<file path="config.mk">
export PLATFORM = sky130hd
export DESIGN_NAME = phase_sequencer
export DESIGN_NICKNAME = d
export VERILOG_FILES = /design/src/rtl/phase_sequencer.sv
export SDC_FILE = /design/constraint.sdc
export NUM_CORES = 1
export LEC_CHECK = 0
export ABC_CLOCK_PERIOD_IN_PS = 1380
export CAP_MARGIN = 0
export CORE_MARGIN = 1
export CORE_UTILIZATION = 42
export DETAILED_ROUTE_END_ITERATION = 8
export GPL_TIMING_DRIVEN = 1
export PLACE_DENSITY = 0.74
export SLEW_MARGIN = 20
export SYNTH_ARGS = -nofsm -noshare
export SYNTH_HDL_FRONTEND = slang
export SYNTH_SLANG_ARGS = --single-unit
export TNS_END_PERCENT = 1
</file>
<file path="constraint.sdc">
create_clock -name i_CLOCK -period 1.38 [get_ports i_CLOCK]
set_clock_uncertainty 0.1 [all_clocks]
set_input_delay 0.276 -clock i_CLOCK [delete_from_list [all_inputs] [get_ports i_CLOCK]]
set_output_delay 0.276 -clock i_CLOCK [all_outputs]
set_load 0.005 [all_outputs]
</file>
<file path="src/rtl/phase_sequencer.sv">
// Multi-phase machine-cycle sequencer: one-hot phase strobes in round-robin order,
// with control-unit hold, IO pause handshake at cycle boundaries and single-step mode.
module phase_sequencer #(
    parameter int NUM_PHASES = 3,
    parameter int HOLD_PHASE = 1,
    parameter int CNT_W      = 16,
    localparam int PHASE_W   = (NUM_PHASES > 1) ? $clog2(NUM_PHASES) : 1
) (
    input  logic                  i_CLOCK,
    input  logic                  i_RESET_N,
    input  logic                  i_CUCPAUSE,
    input  logic                  i_IOPAUSE,
    input  logic                  i_STEP_MODE,
    input  logic                  i_STEP,
    output logic [NUM_PHASES-1:0] o_PHASE_EN,
    output logic [NUM_PHASES-1:0] o_PHASE_TOGGLE,
    output logic [PHASE_W-1:0]    o_PHASE,
    output logic [1:0]            o_STATE,
    output logic                  o_IOPAUSE_ACK,
    output logic [CNT_W-1:0]      o_CYCLE_COUNT
);

    typedef enum logic [1:0] {
        ST_START    = 2'd0,
        ST_RUN      = 2'd1,
        ST_IOWAIT   = 2'd2,
        ST_STEPWAIT = 2'd3
    } state_t;

    state_t                  state_q, state_d;
    logic [PHASE_W-1:0]      phase_q, phase_d;
    logic [NUM_PHASES-1:0]   en_q, en_d;
    logic [NUM_PHASES-1:0]   tog_q;
    logic                    ack_q;
    logic [CNT_W-1:0]        cnt_q;
    logic                    cnt_inc;
    logic                    at_hold;
    logic                    at_last;

    assign at_hold = (phase_q == PHASE_W'(HOLD_PHASE));
    assign at_last = (phase_q == PHASE_W'(NUM_PHASES - 1));

    // The hold is tested before the boundary so a hold on the last phase defers the count.
    always_comb begin
        state_d = state_q;
        phase_d = phase_q;
        cnt_inc = 1'b0;
        unique case (state_q)
            ST_START: begin
                state_d = ST_RUN;
                phase_d = '0;
            end
            ST_RUN: begin
                if (at_hold && i_CUCPAUSE) begin
                    phase_d = phase_q;
                end else if (!at_last) begin
                    phase_d = phase_q + PHASE_W'(1);
                end else begin
                    cnt_inc = 1'b1;
                    phase_d = '0;
                    if (i_IOPAUSE) begin
                        state_d = ST_IOWAIT;
                    end else if (i_STEP_MODE) begin
                        state_d = ST_STEPWAIT;
                    end
                end
            end
            ST_IOWAIT: begin
                phase_d = '0;
                if (!i_IOPAUSE) begin
                    state_d = ST_RUN;
                end
            end
            ST_STEPWAIT: begin
                phase_d = '0;
                if (i_IOPAUSE) begin
                    state_d = ST_IOWAIT;
                end else if (i_STEP || !i_STEP_MODE) begin
                    state_d = ST_RUN;
                end
            end
            default: begin
                state_d = ST_START;
                phase_d = '0;
            end
        endcase
    end

    always_comb begin
        en_d = '0;
        if (state_d == ST_RUN) begin
            en_d = NUM_PHASES'(1) << phase_d;
        end
    end

    // Toggle bits flip on the same edge that raises the matching strobe.
    always_ff @(posedge i_CLOCK or negedge i_RESET_N) begin
        if (!i_RESET_N) begin
            state_q <= ST_START;
            phase_q <= '0;
            en_q    <= '0;
            tog_q   <= '0;
            ack_q   <= 1'b0;
            cnt_q   <= '0;
        end else begin
            state_q <= state_d;
            phase_q <= phase_d;
            en_q    <= en_d;
            tog_q   <= tog_q ^ en_d;
            ack_q   <= (state_d == ST_IOWAIT);
            if (cnt_inc) begin
                cnt_q <= cnt_q + CNT_W'(1);
            end
        end
    end

    assign o_PHASE_EN     = en_q;
    assign o_PHASE_TOGGLE = tog_q;
    assign o_PHASE        = phase_q;
    assign o_STATE        = state_q;
    assign o_IOPAUSE_ACK  = ack_q;
    assign o_CYCLE_COUNT  = cnt_q;

endmodule

</file>
==> metrics <==
outcome=finished, violations left; failing checks=setup timing; unrepaired setup endpoints after global routing=true; via count=between 1000 and 1500; Slew Viols, Final=0; Top Layer Used=met4; worst endpoint required time=1.50 ns; # clock sinks=27; Synth area leaders=dfrtp_1, xor2_1, xnor2_1, nand3_1, nand4_1; crit path from=o_STATE[0]; share of cells above drive strength 1=0.4138; setup violators final=12; first-pass GRT wire length=a little over 4000 um; hpwl dp=roughly 1800 um; # nets final=182; synthesized cell area=0.001182 mm^2; Fin. Hold Viols=0; die width=between 50 and 60 um; Slew @ Worst Pin=approximately 0.26 ns; synthesized netlist cell count=96; clock slew at reported path FFs=approximately 0.14 ns; initial antenna violation count=0; starting density of the core=0.4605; met3 WL post-DR=roughly 97 um; Setup CP Type=flop to flop; IO Pins=33; Worst setup EP type=flop; Final period util=1.055; placed cells=around 180; wl on met1=~970 um; Crit path arrival time=1.58 ns; r2r setup slk=-0.08 ns; root buf cell=clkbuf_4; final period demand of the worst path=1.456 ns; Final WS setup=-0.07569 ns; pwr/cell area=around 1400 mW/mm^2; Post-Layout Cell Count=204; Cell Rows=18; CP max FO=8; reg2reg start=o_STATE[0]; most instantiated cells after synthesis=dfrtp_1, xor2_1, xnor2_1, nand2_1, nor2_1; DRT iter0 DRCs=7; TritonCTS clock tree=yes; H-tree levels=1; FF+latch count, synth=27; Fillers=~180; Worst R2R End=o_CYCLE_COUNT[1]; count of input and output buffers=32; register area share after synthesis=0.5714; Top FF cell, synth=dfrtp_1; Antenna Cells=0; Rel. slew slack=0.8247; Post-Route WL=~2500 um; DIE AREA=between 0.003 and 0.004 mm^2; P_leak=0.9954 nW; drt first pass iters=4; Total Routing Usage GR=0.1933; Layout Utilization=0.7588; metal2 WL=around 1400 um; Worst VDD drop=roughly 0.0011 V; post-route ant nets=0; Peak Freq=~0.69 GHz; Mapped Avg Cell Area=12.32 um^2; ys async rst share=1.000; Vias/cell=5.015; cell with the most instances after synthesis=dfrtp_1; smallest hold slack=0.1855 ns; Synth top area share=0.5714; chip height=roughly 55 um; core area=approximately 0.0026 mm^2; Inserted Clock Buffers=3; clk_lat worst skew=0.32 ns; Max Cap Viol=0; clock buffer depth=2; DRC=0; Netlist cell types=28; WL/cell=between 10 and 15 um; worst setup path end=o_CYCLE_COUNT[1]; area grow syn2layout=64.76%; vias in the first global route=between 1000 and 1500; CTS Hold Bufs=0; post-synth top area cell=dfrtp_1; largest net degree at the start of global routing=28; Synth warnings=0; Reg2Reg Depth=5; count of flip-flops with a built-in enable after synthesis=0; Worst Hold Class=primary input to asynchronous set/reset pin; Startpoint Class=flop; Mapped Nets=approximately 100; RD Place Congestion=approximately 0.80; GRT overflow=0
-- logic make-up (layout without fill, tap and decap cells) --
kind of cell | after synthesis | after routing | synth area share
fa+ha+maj | 1 | 1 | 0.01058
xor+xnor | 18 | 18 | 0.1333
flops | 27 | 27 | 0.5714
compound gates | 8 | 8 | 0.04868
simple gates | 34 | 34 | 0.1926
mux | 2 | 2 | 0.01799
buf+inv | 6 | 84 | 0.02540
-- worst max-delay path, cell delays in order (launching register included) --
cell       delay (ns)
dfrtp_1          0.43
buf_4            0.14
nand4bb_1        0.10
buf_6            0.17
buf_6            0.13
mux2_4           0.29
-- per-stage QoR --
stage | worst slack [ns] | area, um^2 | setup TNS, ns | total power [mW]
final | -0.07569 | 1948 | -0.4867 | 2.720
after global routing | -0.1859 | 1948 | -1.851 | 2.893
after CTS | -0.09843 | 1929 | -0.9897 | 2.715
after detailed placement | -0.2831 | 1734 | -0.8664 | 2.248
after global placement | -0.1838 | 1734 | -0.4804 | 2.209
after floorplan | -0.04257 | 1195 | -0.1706 | 1.562
-- layout by cell type (no fill, tap or decap), types with 3 or more instances in the layout --
cell type,synthesis,layout
buf_4,0,35
buf_6,1,8
clkbuf_2,0,6
clkbuf_4,0,3
clkdlybuf4s15_1,0,16
clkdlybuf4s50_1,0,5
dfrtp_1,27,25
dlygate4sd2_1,0,4
inv_1,5,5
nand2_1,6,5
nand3_1,5,4
nand4_1,4,4
nor2_2,0,3
xnor2_1,8,7
xor2_1,10,10
-- timing repair --
action / 4_1_cts / 5_1_grt
setup buffers: 19 / 0
gates resized for setup: 51 / 25
endpoints found under the setup margin: 42 / 36
pin swaps: 6 / 5
-- how the worst min path moves through the flow --
stage                                  from                 to  cells after the start
after global placement    o_PHASE_TOGGLE[2]  o_PHASE_TOGGLE[2]                      1
after detailed placement  o_PHASE_TOGGLE[1]  o_PHASE_TOGGLE[1]                      1
final                             i_RESET_N  o_CYCLE_COUNT[15]                      2
after floorplan                   i_RESET_N   o_CYCLE_COUNT[0]                      0
after global routing              i_RESET_N   o_CYCLE_COUNT[3]                      2
after CTS                         i_RESET_N   o_CYCLE_COUNT[3]                      2
-- metal layers --
| layer | track usage | vias to the layer above |
|---|---|---|
| met5 | 0 | - |
| met4 | 0.07500 | 0 |
| met3 | 0.03279 | 4 |
| met2 | 0.3755 | 23 |
| met1 | 0.2031 | 509 |
| li1 | - | 487 |
-- power by group --
part           internal [mW]  switching (mW)
Sequential             0.988           0.103
Clock                  0.113           0.223
Combinational          0.732           0.562
Total                   1.83           0.887
-- state kept, by name, indices dropped and copies added (netlist names) --
name,count
o_CYCLE_COUNT,16
o_IOPAUSE_ACK,1
o_PHASE,2
o_PHASE_EN,3
o_PHASE_TOGGLE,3
o_STATE,2
-- cell type report --
cell class	count	area, um^2	share of cell area
inverter	5	18.77	0.009634
multi-input combinational	63	539.3	0.2768
sequential	27	678.2	0.3481
timing repair buffer	75	648.1	0.3327
clock buffer	4	26.28	0.01349
tap	30	37.54	0.01927
No activity file was read; power rests on OpenSTA's default activity.
